## src/rtl/fifo_sync_param.sv

```systemverilog
// Single-clock parametrised FIFO for the UART TX/RX datapath.
// Registered or first-word-fall-through read, occupancy count, thresholds, flush and error pulses.
module fifo_sync_param #(
  parameter int SIZE_DATA  = 8,
  parameter int SIZE_DEPTH = 16,
  parameter int AF_THRESH  = SIZE_DEPTH - 2,
  parameter int AE_THRESH  = 2,
  parameter int FWFT       = 0
) (
  input  logic                          i_clk,
  input  logic                          i_rst,
  input  logic                          i_flush,
  input  logic                          i_wr_en,
  input  logic [SIZE_DATA-1:0]          i_data,
  input  logic                          i_rd_en,
  output logic [SIZE_DATA-1:0]          o_data,
  output logic                          o_rd_valid,
  output logic [$clog2(SIZE_DEPTH):0]   o_count,
  output logic                          o_fifo_full,
  output logic                          o_fifo_empty,
  output logic                          o_almost_full,
  output logic                          o_almost_empty,
  output logic                          o_overflow,
  output logic                          o_underflow
);

  localparam int AW = $clog2(SIZE_DEPTH);
  localparam int CW = AW + 1;

  localparam logic [CW-1:0] DEPTH_C = CW'(SIZE_DEPTH);
  localparam logic [CW-1:0] AF_C    = CW'(AF_THRESH);
  localparam logic [CW-1:0] AE_C    = CW'(AE_THRESH);

  logic [SIZE_DATA-1:0] mem [SIZE_DEPTH];

  logic [AW-1:0] wr_ptr_reg;
  logic [AW-1:0] rd_ptr_reg;
  logic [CW-1:0] count_reg;
  logic [CW-1:0] count_next;
  logic          overflow_reg;
  logic          underflow_reg;

  logic full;
  logic empty;
  logic wr_acc;
  logic rd_acc;

  assign full  = (count_reg == DEPTH_C);
  assign empty = (count_reg == '0);

  // Flush and reset suppress both handshakes; no bypass from write to read when empty.
  assign wr_acc = i_wr_en & ~full  & ~i_flush & ~i_rst;
  assign rd_acc = i_rd_en & ~empty & ~i_flush & ~i_rst;

  always_comb begin
    count_next = count_reg + CW'(wr_acc) - CW'(rd_acc);
  end

  // Storage has no reset so it maps onto block RAM.
  always_ff @(posedge i_clk) begin
    if (wr_acc) begin
      mem[wr_ptr_reg] <= i_data;
    end
  end

  always_ff @(posedge i_clk) begin
    if (i_rst) begin
      wr_ptr_reg    <= '0;
      rd_ptr_reg    <= '0;
      count_reg     <= '0;
      overflow_reg  <= 1'b0;
      underflow_reg <= 1'b0;
    end else begin
      overflow_reg  <= i_wr_en & full  & ~i_flush;
      underflow_reg <= i_rd_en & empty & ~i_flush;
      if (i_flush) begin
        wr_ptr_reg <= '0;
        rd_ptr_reg <= '0;
        count_reg  <= '0;
      end else begin
        if (wr_acc) begin
          wr_ptr_reg <= wr_ptr_reg + AW'(1);
        end
        if (rd_acc) begin
          rd_ptr_reg <= rd_ptr_reg + AW'(1);
        end
        count_reg <= count_next;
      end
    end
  end

  generate
    if (FWFT != 0) begin : g_fwft
      // Head word is always presented; i_rd_en only acknowledges it.
      assign o_data     = mem[rd_ptr_reg];
      assign o_rd_valid = ~empty;
    end else begin : g_reg_read
      logic [SIZE_DATA-1:0] data_reg;
      logic                 rd_valid_reg;

      always_ff @(posedge i_clk) begin
        if (i_rst) begin
          data_reg     <= '0;
          rd_valid_reg <= 1'b0;
        end else begin
          rd_valid_reg <= rd_acc;
          if (rd_acc) begin
            data_reg <= mem[rd_ptr_reg];
          end
        end
      end

      assign o_data     = data_reg;
      assign o_rd_valid = rd_valid_reg;
    end
  endgenerate

  assign o_count        = count_reg;
  assign o_fifo_full    = full;
  assign o_fifo_empty   = empty;
  assign o_almost_full  = (count_reg >= AF_C);
  assign o_almost_empty = (count_reg <= AE_C);
  assign o_overflow     = overflow_reg;
  assign o_underflow    = underflow_reg;

endmodule
```

## config.mk

```make
export PLATFORM = sky130hd
export DESIGN_NAME = fifo_sync_param
export DESIGN_NICKNAME = d
export VERILOG_FILES = /design/src/rtl/fifo_sync_param.sv
export SDC_FILE = /design/constraint.sdc
export NUM_CORES = 1
export LEC_CHECK = 0
export ABC_AREA = 0
export CORE_MARGIN = 1.5
export CORE_UTILIZATION = 45
export DETAILED_ROUTE_END_ITERATION = 6
export SETUP_SLACK_MARGIN = 0.1
export SYNTH_ARGS = -nofsm -noshare
export SYNTH_HDL_FRONTEND = slang
export SYNTH_SLANG_ARGS = --single-unit
```

## constraint.sdc

```tcl
create_clock -name i_clk -period 3.9 [get_ports i_clk]
set_input_delay 0.975 -clock i_clk [delete_from_list [all_inputs] [get_ports i_clk]]
set_output_delay 0.975 -clock i_clk [all_outputs]
set_load 0.05 [all_outputs]
```

==> summary.txt, run 1 <==
Cells and area
  – Max reg flops: 128
  – Area Overhead vs Synth: 18.65%
  – Number of diodes: 0
  – Cell area after layout: 7457 um^2
  – Nets: 437
  – Layout Utilization: 0.5414
  – Most flops, register: mem
  – Most frequent cells in the layout: edfxtp_1, clkdlybuf4s50_1, nor2_1
  – Share of cells above drive strength 1: 0.2167
  – Most common cell after layout, fill and taps aside: edfxtp_1

Clocking
  – CTS max path bufs: 2
  – Post-CTS Hold Fix Bufs: 0
  – CTS tree: yes
  – CTS H-tree lvls: 4
  – Clk_lat worst skew: 0.41 ns
  – Post-CTS Setup Inserts: 0
  – Clk slew on worst S/H paths: 0.06 ns
  – CTS sink count: 152
  – TritonCTS buffer count: 17
  – Cells resized by post-CTS repair: 0
  – CTS Root Buffer Type: clkbuf_16

Critical path
  – Slowest cell on crit path: clkdlybuf4s50_1
  – Delay-heaviest family, CP: buffers and inverters
  – R2R Path End: o_count[4]
  – Reg2reg start: o_count[2]
  – WS Path Type: register to primary output
  – CP bufs+invs: 3
  – Crit path max fanout: 8
  – CP Data Required Time: 2.92 ns
  – Worst path cell trace: inv_1 > ha_1 > or4b_1 > inv_1 > clkdlybuf4s50_1
  – Critical path data arrival time: 2.61 ns
  – Critical path launch point type: register
  – Worst Setup End Kind: primary output
  – Crit path largest cell delay: 0.80 ns
  – Cell mode on critical path: inv_1
  – Total stage count of the critical path: 5
  – Reg-to-reg slack, setup: 0.73 ns
  – Cells on worst reg2reg path: 14

Pwr
  – Sequential share of power: 0.505
  – Clock group share of total power: 0.466
  – LEAKAGE: 2.471 nW
  – VDD IR-drop max: 0.2549 mV
  – NetSw: 0.6715 mW
  – Net Sw Frac: 0.1914
  – Combinational Power Share: 0.030
  – Cell area power density: 470.4 nW/um^2
  – Internal power: 2.837 mW

Placed design
  – IO buf count: 32
  – Post-DP Area: 6865 um^2
  – Post-DP HPWL: 7.740 mm
  – GP Congestion: 0.7320

Drt
  – Drt drc: 0
  – Via count: 3136
  – Detailed-router iteration count before antenna repair: 5
  – Initial drt markers: 215
  – Post-route ant nets: 0
  – Vias per std cell: 5.227
  – Final wirelength: 12.18 mm
  – Drt wl/cell: 20.30 um

Hold path
  – Hold EP: o_data[0]
  – Hold Startpoint: o_data[0]
  – HP Class: register to register
  – Hold depth: 2

Timing
  – Peak Freq: 278.6 MHz
  – Final worst hold slack: 0.4679 ns
  – Final hold vios: 0
  – Worst Tran Pin Value: 0.6074 ns
  – Unrepaired setup endpoints after global routing: no
  – Setup_tns: 0 ns
  – Relative slew margins: 0.5938
  – Clk_skew: 0.006757 ns
  – Period minus WS final: 3.589 ns
  – Max Slew Vio Count: 0
  – Final setup fails: 0
  – Crit share post-route: 0.9203

Floorplan
  – # rows: 43
  – Die Width: 121.2 um
  – DIE AREA: 14680 um^2
  – Die span in y: 121.2 um
  – Placeable Area: 13770 um^2
  – Starting density of the core: 0.4563
  – Num ports: 33

Flow run
  – Maxcap violations: 0

Synthesis
  – #FFs+latches synth: 152
  – Synth top area share: 0.6116
  – Most common flop cell mapped by yosys: edfxtp_1
  – Cells after Synth: 350
  – Syn Nets: 380
  – Mean Syn Cell Area: 17.96 um^2
  – Sequential element share of the synthesized area: 0.6880
  – Leading area contributor after synthesis: edfxtp_1
  – Synth async-reset ratio: 0
  – Top post-synthesis cells by area: edfxtp_1, dfxtp_1, mux4_2, mux4_1, ha_1
  – Number of synthesized flops with an enable pin: 128
  – Synth cell types: 41
  – Cell area after synthesis: 6285 um^2
  – Ys Warns: 0

Global route
  – Largest net degree at the start of global routing: 35
  – Initial antenna violation count: 0
  – GRT overflow: 0
  – GRT Util Overall: 0.1856
  – First-pass GRT wire length: 19.03 mm
  – Vias in the first global route: 3360

Run status
  – Status: finished, final reports clean
==> Yosys cell counts (5+ instances only) <==
library cell  count
buf_2             5
mux4_2           21
dfxtp_1          24
mux4_1           11
o22a_2            6
nor2_1           24
mux2i_1          16
inv_1            15
a21oi_2           6
xor2_1            5
ha_1             16
nand2_1          18
a21oi_1           5
edfxtp_1        128
nand3_1           5
==> area by class of cell <==
| class | instances | area, um^2 |
|---|---|---|
| fillers | 1100 | 6316 |
| flip-flops and latches | 152 | 4325 |
| multi-input cells | 166 | 1765 |
| repair buffers | 55 | 493.0 |
| clock buffers | 22 | 464.2 |
| well taps | 180 | 225.2 |
| clock inverters | 10 | 127.6 |
| inverters | 15 | 56.30 |
==> how the worst max path moves through the flow <==
stage / from / slack (ns) / endpoint
floorplan: i_flush / 0.81 / o_count[4]
global placement: i_flush / 0.36 / o_count[4]
detailed placement: i_flush / 0.28 / o_count[4]
CTS: o_count[2] / 0.27 / o_fifo_empty
global route: o_count[2] / 0.18 / o_fifo_empty
finish: o_count[2] / 0.31 / o_fifo_empty
==> power by group through the flow <==
stage / Sequential, mW / Clock, mW / Combinational, mW
finish: 1.77 / 1.63 / 0.104
global route: 1.77 / 1.73 / 0.115
detailed placement: 1.80 / 0 / 0.106
global placement: 1.80 / 0 / 0.103
floorplan: 1.81 / 0 / 0.0467
CTS: 1.77 / 1.67 / 0.106
==> metal layers <==
layer  track usage  wire length [um]  vias to the layer above
met2        0.3043              6223                       79
met3       0.04558               641                        2
li1              -                 -                     1461
met1        0.2379              5266                     1594
met5             0                 0                        -
met4       0.07647                51                        0
==> worst reg2reg max path, cell delays in order (launching register included) <==
cell,delay [ns]
dfxtp_1,0.36
inv_1,0.12
ha_1,0.17
or4b_1,0.65
nand2_2,0.30
inv_1,0.10
ha_1,0.27
inv_1,0.06
ha_1,0.15
inv_1,0.05
fa_1,0.41
o21bai_1,0.15
a21oi_1,0.09
xnor2_1,0.13
nor2_1,0.05
==> through the flow <==
| step | power (mW) | setup WS (ns) | cells |
|---|---|---|---|
| 2_1_floorplan | 1.857 | 0.8138 | 350 |
| 3_3_place_gp | 1.906 | 0.3608 | 568 |
| 3_5_place_dp | 1.910 | 0.2820 | 568 |
| 4_1_cts | 3.541 | 0.2668 | 600 |
| 5_1_grt | 3.612 | 0.1782 | 600 |
| 6_report | 3.508 | 0.3108 | 600 |
==> kinds of logic (layout without fill, tap and decap cells) <==
family	count (synthesis)	count (layout)	share of synthesized area
XOR/XNOR	9	9	0.01254
multiplexers	48	48	0.1467
flip-flops	152	152	0.6880
buffers and inverters	32	102	0.03105
adder cells (fa/ha/maj)	17	17	0.03504
AO/OA/AOI/OAI	23	23	0.02946
AND/OR/NAND/NOR	69	69	0.05714
(Power assumes the default switching activity.)
==> run 2: changes to the inputs <==
- CTS_CLUSTER_SIZE: not set -> 30
- SKIP_LAST_GASP: not set -> 1
==> results of run 2 <==
The final DEF is identical to that of run 1; final timing and power are the same.
==> run 3: changes to the inputs <==
- CORE_UTILIZATION: 45 -> 57
- PLACE_DENSITY: not set -> 0.76
==> summary.txt, run 3 (same netlist as run 1, synthesis figures left out) <==
Global route
  – GRT overflow: 0 (unchanged)
  – Initial antenna violation count: 0 (unchanged)
  – First-pass GRT wire length: 18.15 mm (-4.6%)
  – Vias in the first global route: 3258 (-3.0%)
  – GRT Util Overall: 0.2222 (+0.03653)
  – Largest net degree at the start of global routing: 35 (unchanged)

Cells and area
  – Most common cell after layout, fill and taps aside: edfxtp_1
  – Max reg flops: 128 (unchanged)
  – Final non-filler cell total: 559 (-6.8%)
  – # fillers: 674 (-39%)
  – Share of cells above drive strength 1: 0.2172 (+0.0005171)
  – Area Overhead vs Synth: 17.92%
  – Reg area: 4325 um^2 (unchanged)
  – Number of diodes: 0 (unchanged)
  – Nets: 436 (-0.23%)
  – Layout Utilization: 0.6866 (+0.1452)
  – Cell area after layout: 7411 um^2 (-0.62%)
  – Most frequent cells in the layout: edfxtp_1, clkdlybuf4s50_1, nor2_1
  – Most flops, register: mem
  – Multi-input gate area: 1765 um^2 (unchanged)

Critical path
  – WS Path Type: register to primary output
  – Worst Setup End Kind: primary output
  – Reg2reg start: o_count[2]
  – Crit path max fanout: 8 (unchanged)
  – R2R Path End: o_count[4]
  – Critical path data arrival time: 2.32 ns (-0.29 ns)
  – Critical path launch point type: register
  – Reg-to-reg slack, setup: 0.72 ns (about the same)
  – Cells on worst reg2reg path: 14 (unchanged)
  – CP Data Required Time: 2.92 ns (about the same)
  – Critical Path End: o_fifo_empty
  – Worst Setup SP: o_count[2]

Run status
  – Status: finished, final reports clean

Clocking
  – Clk_lat worst skew: 0.52 ns (+0.11 ns)
  – Clk slew on worst S/H paths: 0.06 ns (about the same)
  – CTS tree: yes
  – CTS Root Buffer Type: clkbuf_8
  – CTS sink count: 152 (unchanged)
  – CTS H-tree lvls: 4 (unchanged)
  – Post-CTS Setup Inserts: 0 (unchanged)
  – TritonCTS buffer count: 17 (unchanged)
  – CTS max path bufs: 2 (unchanged)

Timing
  – Final worst hold slack: 0.4693 ns (+0.001435 ns)
  – Peak Freq: 303.3 MHz (+8.9%)
  – Worst Tran Pin Value: 0.5657 ns (-0.04170 ns)
  – Crit share post-route: 0.8453 (-0.07498)
  – Final setup fails: 0 (unchanged)
  – Setup_tns: 0 ns (unchanged)
  – Unrepaired setup endpoints after global routing: no
  – Relative slew margins: 0.6217 (+0.02789)
  – Final hold vios: 0 (unchanged)
  – Clk_skew: 0.009042 ns (+0.002285 ns)
  – Period minus WS final: 3.297 ns (-0.2924 ns)
  – Max Slew Vio Count: 0 (unchanged)

Pwr
  – LEAKAGE: 2.457 nW (-0.56%)
  – VDD IR-drop max: 0.3621 mV (+42%)
  – Cell area power density: 476.1 nW/um^2 (+1.2%)

Drt
  – Drt drc: 0 (unchanged)
  – Met2 wire len: 5.942 mm (-4.5%)
  – Wl on met1: 4.719 mm (-10%)
  – Top Metal Used: met4
  – Via count: 3165 (+0.92%)
  – WL met3: 741 um (+16%)
  – Final wirelength: 11.53 mm (-5.4%)
  – Post-route ant nets: 0 (unchanged)
  – Detailed-router iteration count before antenna repair: 4 (-1)
  – Initial drt markers: 298 (+39%)
  – Drt wl/cell: 20.62 um (+1.6%)
  – Vias per std cell: 5.662 (+8.3%)

Placed design
  – GP Congestion: 0.7492 (+2.3%)
  – IO buf count: 32 (unchanged)
  – Post-DP Area: 6808 um^2 (-0.84%)
  – Post-DP HPWL: 7.168 mm (-7.4%)
  – Placed cells: 527 (-7.2%)

Flow run
  – Maxcap violations: 0 (unchanged)

Hold path
  – HP Class: register to register

Floorplan
  – Placeable Area: 10790 um^2 (-22%)
  – Num ports: 33 (unchanged)
  – DIE AREA: 11670 um^2 (-21%)
  – Die span in y: 108.0 um (-11%)
  – Starting density of the core: 0.5823 (+0.1260)
  – Die Width: 108.0 um (-11%)
  – # rows: 38 (-12%)
-- run 3: area by class of cell --
class                           instances  area share
Clock buffer                           19     0.05690
Tap cell                              140     0.02364
Timing Repair Buffer                   54     0.06584
Inverter                               15    0.007597
Multi-Input combinational cell        166      0.2382
Clock inverter                         13     0.02414
Sequential cell                       152      0.5837
-- run 3: metrics by stage --
step                      total power [mW]  setup WS [ns]
after floorplan                      1.857         0.8138
after global placement               1.905         0.3592
after detailed placement             1.909         0.2731
after CTS                            3.555         0.1719
after global routing                 3.644         0.4830
final                                3.529         0.6032
-- run 3: metal layers --
metal | global-route usage | vias to the layer above
li1 | - | 1465
met1 | 0.2984 | 1583
met2 | 0.3526 | 108
met3 | 0.06088 | 9
met4 | 0.08083 | 0
met5 | 0 | -
-- run 3: power by group --
part	switching (mW)	internal [mW]	total [mW]
Clock	0.620	1.04	1.66
Sequential	0.00358	1.77	1.77
Combinational	0.0665	0.0374	0.104
-- run 3: timing repair --
item,CTS,global route
hold endpoints to repair,0,0
hold buffers,0,0
setup endpoints to repair,0,1
gates resized for setup,0,1
-- run 3: how the worst min path moves through the flow --
| stage | slack [ns] | cells after the start | start | end |
|---|---|---|---|---|
| 2_1_floorplan | 0.51 | 2 | wr_ptr_reg[1] | wr_ptr_reg[1] |
| 3_3_place_gp | 0.45 | 2 | o_data[7] | o_data[7] |
| 3_5_place_dp | 0.46 | 2 | o_data[7] | o_data[7] |
| 4_1_cts | 0.47 | 2 | o_data[7] | o_data[7] |
| 5_1_grt | 0.49 | 2 | o_data[7] | o_data[7] |
| 6_report | 0.47 | 2 | o_data[7] | o_data[7] |
-- run 3: worst max-delay path, cell delays in order, from the launching register on --
cell and delay [ns]:
dfxtp_1 0.35, inv_1 0.11, ha_1 0.18, or4b_1 0.65, inv_1 0.10, dlymetal6s2s_1 0.42
